File: src/rtl/mem_target_responder.sv
// Target responder: routes one request to RAM/VGA, returns rdata/err; 2-cycle min latency, 1 for ERR.
// Holds response until resp_ready; req_ready only in IDLE. MEM_TARGET_TIMEOUT_EN adds an ack-wait timeout.
module mem_target_responder #(
  parameter int word_width     = 32,
  parameter int TIMEOUT_CYCLES = 16
) (
  input  logic                  clk,
  input  logic                  rst_n,
  input  logic                  req_valid,
  output logic                  req_ready,
  input  logic [word_width-1:0] req_state,
  input  logic [word_width-1:0] req_addr,
  input  logic                  req_we,
  input  logic [word_width-1:0] req_wdata,
  output logic                  resp_valid,
  input  logic                  resp_ready,
  output logic [word_width-1:0] resp_rdata,
  output logic                  resp_err,
  output logic                  ram_valid,
  output logic [word_width-1:0] ram_addr,
  output logic                  ram_we,
  output logic [word_width-1:0] ram_wdata,
  input  logic                  ram_ack,
  input  logic [word_width-1:0] ram_rdata,
  output logic                  vga_valid,
  output logic [word_width-1:0] vga_addr,
  output logic                  vga_we,
  output logic [word_width-1:0] vga_wdata,
  input  logic                  vga_ack,
  input  logic [word_width-1:0] vga_rdata
);

  typedef enum logic [1:0] {IDLE, RAM_REQ, VGA_REQ, RESP} state_t;

  state_t                r_state;
  state_t                w_next;
  logic [word_width-1:0] r_addr;
  logic [word_width-1:0] r_wdata;
  logic [word_width-1:0] r_rdata;
  logic                  r_we;
  logic                  r_err;

  logic w_accept;
  logic w_ram_sel;
  logic w_vga_sel;
  logic w_ram_done;
  logic w_vga_done;
  logic w_timeout;

  assign w_accept   = (r_state == IDLE) && req_valid;
  assign w_ram_sel  = (req_state == word_width'(1));
  assign w_vga_sel  = (req_state == word_width'(2));
  assign w_ram_done = (r_state == RAM_REQ) && ram_ack;
  assign w_vga_done = (r_state == VGA_REQ) && vga_ack;

`ifdef MEM_TARGET_TIMEOUT_EN
  localparam int CNT_W = $clog2(TIMEOUT_CYCLES + 1);
  logic [CNT_W-1:0] r_tmo_cnt;
  logic             w_waiting;

  assign w_waiting = (r_state == RAM_REQ) || (r_state == VGA_REQ);

  always_ff @(posedge clk or negedge rst_n) begin
    if (!rst_n)         r_tmo_cnt <= '0;
    else if (w_accept)  r_tmo_cnt <= '0;
    else if (w_waiting) r_tmo_cnt <= r_tmo_cnt + 1'b1;
  end

  // Count value k marks the (k+1)th waiting cycle; an ack in the last cycle still wins.
  assign w_timeout = w_waiting && (r_tmo_cnt == CNT_W'(TIMEOUT_CYCLES - 1))
                     && !w_ram_done && !w_vga_done;
`else
  assign w_timeout = 1'b0;
`endif

  always_ff @(posedge clk or negedge rst_n) begin
    if (!rst_n) r_state <= IDLE;
    else        r_state <= w_next;
  end

  always_comb begin
    w_next = r_state;
    case (r_state)
      IDLE: begin
        if (req_valid) begin
          if (w_ram_sel)      w_next = RAM_REQ;
          else if (w_vga_sel) w_next = VGA_REQ;
          else                w_next = RESP;
        end
      end
      RAM_REQ: if (ram_ack || w_timeout) w_next = RESP;
      VGA_REQ: if (vga_ack || w_timeout) w_next = RESP;
      RESP:    if (resp_ready) w_next = IDLE;
      default: w_next = IDLE;
    endcase
  end

  always_comb begin
    req_ready  = (r_state == IDLE);
    resp_valid = (r_state == RESP);
    ram_valid  = (r_state == RAM_REQ);
    vga_valid  = (r_state == VGA_REQ);
  end

  always_ff @(posedge clk or negedge rst_n) begin
    if (!rst_n) begin
      r_addr  <= '0;
      r_wdata <= '0;
      r_we    <= 1'b0;
      r_rdata <= '0;
      r_err   <= 1'b0;
    end else if (w_accept) begin
      r_addr  <= req_addr;
      r_wdata <= req_wdata;
      r_we    <= req_we;
      r_rdata <= '0;
      r_err   <= !(w_ram_sel || w_vga_sel);
    end else if (w_ram_done) begin
      r_rdata <= r_we ? '0 : ram_rdata;
      r_err   <= 1'b0;
    end else if (w_vga_done) begin
      r_rdata <= r_we ? '0 : vga_rdata;
      r_err   <= 1'b0;
    end else if (w_timeout) begin
      r_rdata <= '0;
      r_err   <= 1'b1;
    end
  end

  // Both target ports share the captured request; only the strobe selects the target.
  assign ram_addr   = r_addr;
  assign ram_we     = r_we;
  assign ram_wdata  = r_wdata;
  assign vga_addr   = r_addr;
  assign vga_we     = r_we;
  assign vga_wdata  = r_wdata;
  assign resp_rdata = r_rdata;
  assign resp_err   = r_err;

endmodule

File: config.mk
export PLATFORM = sky130hd
export DESIGN_NAME = mem_target_responder
export DESIGN_NICKNAME = d
export VERILOG_FILES = /design/src/rtl/mem_target_responder.sv
export SDC_FILE = /design/constraint.sdc
export NUM_CORES = 1
export LEC_CHECK = 0
export CORE_AREA = 3 3 129 131
export CTS_CLUSTER_DIAMETER = 120
export DETAILED_ROUTE_END_ITERATION = 8
export DIE_AREA = 0 0 132 134
export MAX_ROUTING_LAYER = met4
export PLACE_DENSITY = 0.73
export SETUP_SLACK_MARGIN = 0.02
export SLEW_MARGIN = 40
export SYNTH_ARGS = -nofsm -noshare
export SYNTH_HDL_FRONTEND = slang
export SYNTH_SLANG_ARGS = --single-unit
File: constraint.sdc
create_clock -name clk -period 1.6 [get_ports clk]
set_input_delay 0.48 -clock clk [delete_from_list [all_inputs] [get_ports clk]]
set_output_delay 0.48 -clock clk [all_outputs]
set_load 0.01 [all_outputs]
==> impl_results.md, run 1 <==
* Status: complete, but fails checks
* Failing checks: negative setup slack
* DR WL/cell at 18.6 um
* Die Wd at 132 um
* Max VDD drop at 0.000654 V
* EDFF count, synth at 0
* Clock sinks at 100
* Avg Cell Area, Syn at 12.4 sq um
* Critical Path AT at 1.25 ns
* Root buffer cell: clkbuf_16
* Final setup vio count at 86
* Fin nets at 856
* Hold-fix buffers, CTS at 0
* Synth cell types at 25
* Clk Latency, worst-skew pair at 0.34 ns
* Dpl cell area at 8060 sq um
* Slew Viols, Final at 0
* Largest cells by area after synthesis: dfrtp_1 53%, mux2_2 16%, buf_4 11%
* DR vias/cell at 4.54
* Final hold violation count at 0
* Slew HR at 64.2%
* Final instance area at 8850 sq um
* Yosys top cell area share at 53.3%
* Buffers on Ports at 333
* Register-to-Register Path Depth at 7
* Sequential cell area fraction in the yosys report at 53.3%
* Max Cap Viol at 0
* Vias in the first global route at 4527
* Die ar. at 17700 sq um
* Dpl hpwl at 11.8 mm
* Crit path launch type: flip-flop
* Chip height at 134 um
* RR Endpoint: resp_rdata[26]$_DFFE_PN0P_
* Pint at 10.1 mW
* WHS at 0.212 ns
* Syn nets at 551
* Total CTS buffers at 9
* RSZ-0062 raised after global routing: yes
* Switch Pwr at 5.89 mW
* Clk network pwr share at 14.0%
* Final worst slack at -0.128 ns
* Leakage power at 4.30 nW
* Crit end category: output port
* Routed vias at 4109
* Gate power share at 56.5%
* Grt ovf at 0
* Post-route ant nets at 0
* Register Area at 2500 sq um
* Reg2reg setup slack at -0.10 ns
* Synthesized area at 4700 sq um
* Core Region at 15700 sq um
* Share of cells above drive strength 1 at 27.4%
* Ant. Diodes at 0
* Starting Density at 29.9%
* Post-synth ARST share at 100%
* Violation count after the first detailed-route iteration at 119
* IO Pins at 334
* Critical Path RT at 1.12 ns
* Residual DRC count at 0
* Ys Warns at 0
* Pin count of the biggest net entering global routing at 101
* Fillers at 1377
* RD Place Congestion at 0.848
* Total track usage at 18.8%
* PD cells at 1800 nW/um^2
* #FFs+latches synth at 100
* Net Sw Frac at 36.9%
* Top_reg_cell synth: dfrtp_1
* Launching point of the worst reg2reg path: r_state[1]$_DFFE_PN0P_
* Total Wirelength at 16.8 mm
* Area of the multi-input gates at 2040 sq um
* CP Class: reg -> out
* Util after Layout at 56.3%
* CTS tree: built
* Crit share post-route at 108%
* Worst-path clk slew at 0.07 ns
* DR pass1 iterations at 4
* First-pass GRT wire length at 25.2 mm
* F_max at 579 MHz
* Flop pwr share at 29.5%
* Area growth from synthesis to final layout at 88.3%
* Initial antenna violation count at 0
* Num rows at 46
* Gate Count Post-Synth at 379
* Setup slack at placement at -0.508 ns
* Post-layout minimum cycle time at 1.73 ns
* Sum of negative setup slack at -4.63 ns
* H-tree levels at 3
* Area leader, netlist: dfrtp_1
* Worst Skew at 0.00507 ns
* Worst slew pin tran at 0.537 ns
* CP Max Fanout at 2
* HP Class: in -> async
* Clock Path Buffers at 2
cells in the mapped netlist (all sizes together) (3+ instances only):
master  instances
a221oi          3
buf            80
dfrtp         100
ha              5
inv             4
mux2           65
mux2i          32
nand2          33
nand2b          3
nor4            8
o21ai          32
flip-flops by register name, summed over array words and instances (netlist names):
| signal | cells |
|---|---|
| ram_addr | 32 |
| ram_wdata | 32 |
| resp_rdata | 32 |
| r_state | 2 |
| ram_we | 1 |
| resp_err | 1 |
repair_timing:
item,CTS,global route
gates cloned,9,2
pin swaps,49,20
gates resized for setup,266,40
endpoints found under the hold margin,0,0
setup endpoints to repair,237,105
buffers inserted,15,2
final cells by class:
cell class	instances	share of cell area, %
clock inverters	6	0.707
well taps	216	3.06
flip-flops and latches	100	28.3
multi-input cells	196	23.1
repair buffers	373	42.0
inverters	4	0.198
clock buffers	10	2.70
kinds of logic (layout without fill, tap and decap cells):
| group | Yosys count | in the layout | synth area share (%) |
|---|---|---|---|
| adder cells (fa/ha/maj) | 5 | 5 | 1.33 |
| AO/OA/AOI/OAI | 37 | 37 | 4.72 |
| AND/OR/NAND/NOR | 53 | 56 | 5.33 |
| flip-flops | 100 | 100 | 53.3 |
| buffers and inverters | 86 | 393 | 12.8 |
| XOR/XNOR | 1 | 1 | 0.187 |
| multiplexers | 97 | 97 | 22.4 |
worst max-delay path by stage:
stage	cells after the start	start	to	slack [ns]
finish	4	r_state[1]$_DFFE_PN0P_	resp_valid	-0.13
global route	4	r_state[1]$_DFFE_PN0P_	req_ready	-0.18
CTS	4	r_state[0]$_DFFE_PN0P_	resp_valid	-0.20
detailed placement	6	req_state[5]	r_state[1]$_DFFE_PN0P_	-0.51
global placement	6	req_state[4]	r_state[1]$_DFFE_PN0P_	-0.56
floorplan	8	r_state[1]$_DFFE_PN0P_	resp_rdata[10]$_DFFE_PN0P_	-0.04
power by group through the flow:
stage	clock network [mW]	registers, mW	logic, mW
final	2.23	4.71	9.02
after global routing	2.40	4.89	9.58
after CTS	2.31	4.68	8.95
after detailed placement	0	4.78	8.92
after global placement	0	4.71	8.78
after floorplan	0	5.14	4.18
metal layers:
metal / vias up / routed length, um / global-route usage (%)
met5: - / 0 / -
met4: 0 / 268 / 6.59
met3: 18 / 1190 / 5.44
met2: 217 / 8910 / 32.6
met1: 2008 / 6420 / 20.8
li1: 1866 / - / -
through the flow:
stage	power [mW]	cells
2_1_floorplan	9.32	379
3_3_place_gp	13.5	864
3_5_place_dp	13.7	864
4_1_cts	15.9	904
5_1_grt	16.9	905
6_report	16.0	905
worst max-delay path, cell delays in order (launching register included):
cell and delay, ns:
dfrtp_1 0.40, buf_6 0.13, buf_6 0.11, ha_4 0.15, buf_6 0.11
cells in the final DEF (no fill, tap or decap), types with 3 or more instances in the layout:
| cell | n |
|---|---|
| ha_4 | 4 |
| buf_8 | 5 |
| o21ai_1 | 15 |
| buf_6 | 12 |
| mux2i_1 | 32 |
| or3_4 | 4 |
| dlymetal6s2s_1 | 7 |
| nand2_4 | 6 |
| dfrtp_1 | 98 |
| buf_12 | 6 |
| o21ai_2 | 17 |
| nand2_1 | 14 |
| nor4_2 | 5 |
| buf_16 | 5 |
| clkbuf_16 | 11 |
| mux2_2 | 28 |
| buf_4 | 15 |
| clkdlybuf4s50_1 | 149 |
| clkdlybuf4s15_1 | 3 |
| dlygate4sd2_1 | 167 |
| mux2_4 | 37 |
| clkinv_2 | 3 |
| nand2_2 | 13 |
(Power assumes the default switching activity.)
==> run 2: changes to the inputs <==
--- a/config.mk
+++ b/config.mk
@@ -5,10 +5,10 @@
 export SDC_FILE = /design/constraint.sdc
 export NUM_CORES = 1
 export LEC_CHECK = 0
-export CORE_AREA = 3 3 129 131
+export CORE_AREA = 2 2 128 130
 export CTS_CLUSTER_DIAMETER = 120
 export DETAILED_ROUTE_END_ITERATION = 8
-export DIE_AREA = 0 0 132 134
+export DIE_AREA = 0 0 130 132
 export MAX_ROUTING_LAYER = met4
 export PLACE_DENSITY = 0.73
 export SETUP_SLACK_MARGIN = 0.02
==> run 2 against run 1 <==
Effect of this change: the run still ends with negative setup slack left; clock power about the same; clock skew up 0.0046 ns; sequential power down 0.8%; setup slack worse by 0.053 ns; critical endpoint is now ram_valid; highest routed layer unchanged; die area down 3.0%; sequential share of layout area down 0.22 points; maximum frequency down 3.0%.
==> impl_results.md, run 2 (synthesized netlist as in run 1, its figures left out) <==
* Status: complete, but fails checks (unchanged)
* Failing checks: negative setup slack (unchanged)
* F_max at 561 MHz (was 579 MHz)
* Total CTS buffers at 9 (unchanged)
* IO Pins at 334 (unchanged)
* Initial antenna violation count at 0 (unchanged)
* Area growth from synthesis to final layout at 89.7% (was 88.3%)
* Worst slew pin tran at 0.328 ns (was 0.537 ns)
* Worst-path clk slew at 0.07 ns (about the same)
* RD Place Congestion at 0.780 (was 0.848)
* Slowest cell on crit path: dfrtp_1 (unchanged)
* Sum of negative setup slack at -8.77 ns (was -4.63 ns)
* Clock Path Buffers at 2 (unchanged)
* HP Class: in -> async (unchanged)
* Dpl hpwl at 11.7 mm (was 11.8 mm)
* Residual DRC count at 0 (unchanged)
* Chip height at 132 um (was 134 um)
* Most frequent cells in the layout: 160 x dlygate4sd2_1, 140 x clkdlybuf4s50_1, 99 x dfrtp_1, 52 x mux2_4 (was 167 x dlygate4sd2_1, 149 x clkdlybuf4s50_1, 98 x dfrtp_1, 37 x mux2_4, 32 x mux2i_1)
* Ant. Diodes at 0 (unchanged)
* Worst path max stage delay at 0.40 ns (about the same)
* Starting Density at 29.9% (unchanged)
* Violation count after the first detailed-route iteration at 71 (was 119)
* Post-placement cell count at 872 (was 864)
* CP Max Fanout at 3 (was 2)
* Clock sinks at 100 (unchanged)
* Final hold violation count at 0 (unchanged)
* Core Region at 15700 sq um (unchanged)
* Fin nets at 870 (was 856)
* Share of cells above drive strength 1 at 28.4% (was 27.4%)
* DR WL/cell at 17.4 um (was 18.6 um)
* Commonest non-fill, non-tap cell in the layout: dlygate4sd2_1 (unchanged)
* Critical Path RT at 1.12 ns (about the same)
* Root buffer cell: clkbuf_16 (unchanged)
* Post-route ant nets at 0 (unchanged)
* Critical Path AT at 1.30 ns (was 1.25 ns)
* Fillers at 1330 (was 1377)
* Clk Latency, worst-skew pair at 0.35 ns (was 0.34 ns)
* Vias in the first global route at 4363 (was 4527)
* PD cells at 1770 nW/um^2 (was 1800 nW/um^2)
* RSZ-0062 raised after global routing: yes (unchanged)
* Register Area at 2500 sq um (about the same)
* Top Metal Used: met4 (unchanged)
* Crit end category: output port (unchanged)
* Max Cap Viol at 0 (unchanged)
* Post-layout minimum cycle time at 1.78 ns (was 1.73 ns)
* Util after Layout at 56.7% (was 56.3%)
* Grt ovf at 0 (unchanged)
* WL met3 at 1.26 mm (was 1.19 mm)
* Final worst slack at -0.181 ns (was -0.128 ns)
* Total Wirelength at 16.0 mm (was 16.8 mm)
* Setup slack at placement at -0.551 ns (was -0.508 ns)
* Routed vias at 4137 (was 4109)
* Leakage power at 4.34 nW (was 4.30 nW)
* Total track usage at 18.5% (was 18.8%)
* Final setup vio count at 85 (was 86)
* Worst Skew at 0.00972 ns (was 0.00507 ns)
* First-pass GRT wire length at 23.6 mm (was 25.2 mm)
* Met1 WL at 6.18 mm (was 6.42 mm)
* CTS tree: built (unchanged)
* Max VDD drop at 0.000744 V (was 0.000654 V)
* Num rows at 46 (unchanged)
* Worst-path cell chain: inv_2 > ha_2 > clkdlybuf4s15_2 (was buf_6 > buf_6 > ha_4 > buf_6)
* Pin count of the biggest net entering global routing at 59 (was 101)
* WHS at 0.103 ns (was 0.212 ns)
* Slew HR at 78.2% (was 64.2%)
* Buffers on Ports at 333 (unchanged)
* Die ar. at 17200 sq um (was 17700 sq um)
* Slew Viols, Final at 0 (unchanged)
* DR vias/cell at 4.50 (was 4.54)
* Crit path launch type: flip-flop (unchanged)
* Crit share post-route at 111% (was 108%)
* Die Wd at 130 um (was 132 um)
* Area of the multi-input gates at 2070 sq um (was 2040 sq um)
* Met2 routed WL at 8.26 mm (was 8.91 mm)
* DR pass1 iterations at 4 (unchanged)
* Non-Filler Instances at 919 (was 905)
* H-tree levels at 3 (unchanged)
* CP Class: reg -> out (unchanged)
run 2: cell count changes in the layout (fill, tap and decap cells not counted), moves of 15 or more:
| cell | previous run | this run |
|---|---|---|
| nand2_1 | 14 | 32 |
| mux2_2 | 28 | 13 |
| mux2_4 | 37 | 52 |
| buf_4 | 15 | 32 |
run 2: what timing repair did:
item | in CTS | in global routing
setup buffers | 16 | 11
endpoints found under the setup margin | 267 | 114
gates cloned | 6 | 2
resized for setup | 266 | 73
hold endpoints to repair | 0 | 0
hold buffers | 0 | 0
pin swaps | 35 | 16
run 2: critical path, delay by kind of cell, from the launching register on:
family / cells / cell delay (ns)
flip-flops: 1 / 0.40
buffers and inverters: 2 / 0.33
adder cells (fa/ha/maj): 1 / 0.23
run 2: metrics by stage:
stage               cell area, sq um  power (mW)
detailed placement              8150        13.8
global placement                8150        13.6
floorplan                       4900        9.32
finish                          8910        15.7
CTS                             8600        15.3
global route                    8910        16.7
run 2: final timing paths:
kind | startpoint | endpoint | slack, ns | depth (start not counted)
setup / recovery | r_state[1]$_DFFE_PN0P_ | ram_valid | -0.18 | 3
hold / removal | rst_n | ram_wdata[30]$_DFFE_PN0P_ | 0.10 | 2
setup reg to reg | r_state[0]$_DFFE_PN0P_ | resp_rdata[6]$_DFFE_PN0P_ | -0.17 | 7
hold reg to reg | resp_rdata[4]$_DFFE_PN0P_ | resp_rdata[4]$_DFFE_PN0P_ | 0.47 | 2
max in group asynchronous | rst_n | ram_we$_DFFE_PN0P_ | 1.16 | 2
min in group clk | resp_rdata[4]$_DFFE_PN0P_ | resp_rdata[4]$_DFFE_PN0P_ | 0.47 | 2
run 2: power breakdown:
group | total (mW) | internal, mW | switching, mW | leakage, nW
sequential | 4.67 | 3.77 | 0.895 | 1.22
combinational | 8.84 | 4.98 | 3.86 | 2.98
clock | 2.24 | 1.27 | 0.972 | 0.143
run 2: metal layers:
metal | vias to the layer above | global-route usage [%]
met4 | 0 | 5.91
li1 | 1891 | -
met2 | 212 | 32.2
met3 | 25 | 5.52
met1 | 2009 | 20.0
met5 | - | -
run 2: layout make-up:
| cell class | count | share of cell area, % |
|---|---|---|
| multi-input cells | 196 | 23.2 |
| clock buffers | 10 | 2.68 |
| clock inverters | 6 | 0.814 |
| flip-flops and latches | 100 | 28.1 |
| well taps | 216 | 3.03 |
| inverters | 4 | 0.168 |
| repair buffers | 387 | 42.0 |
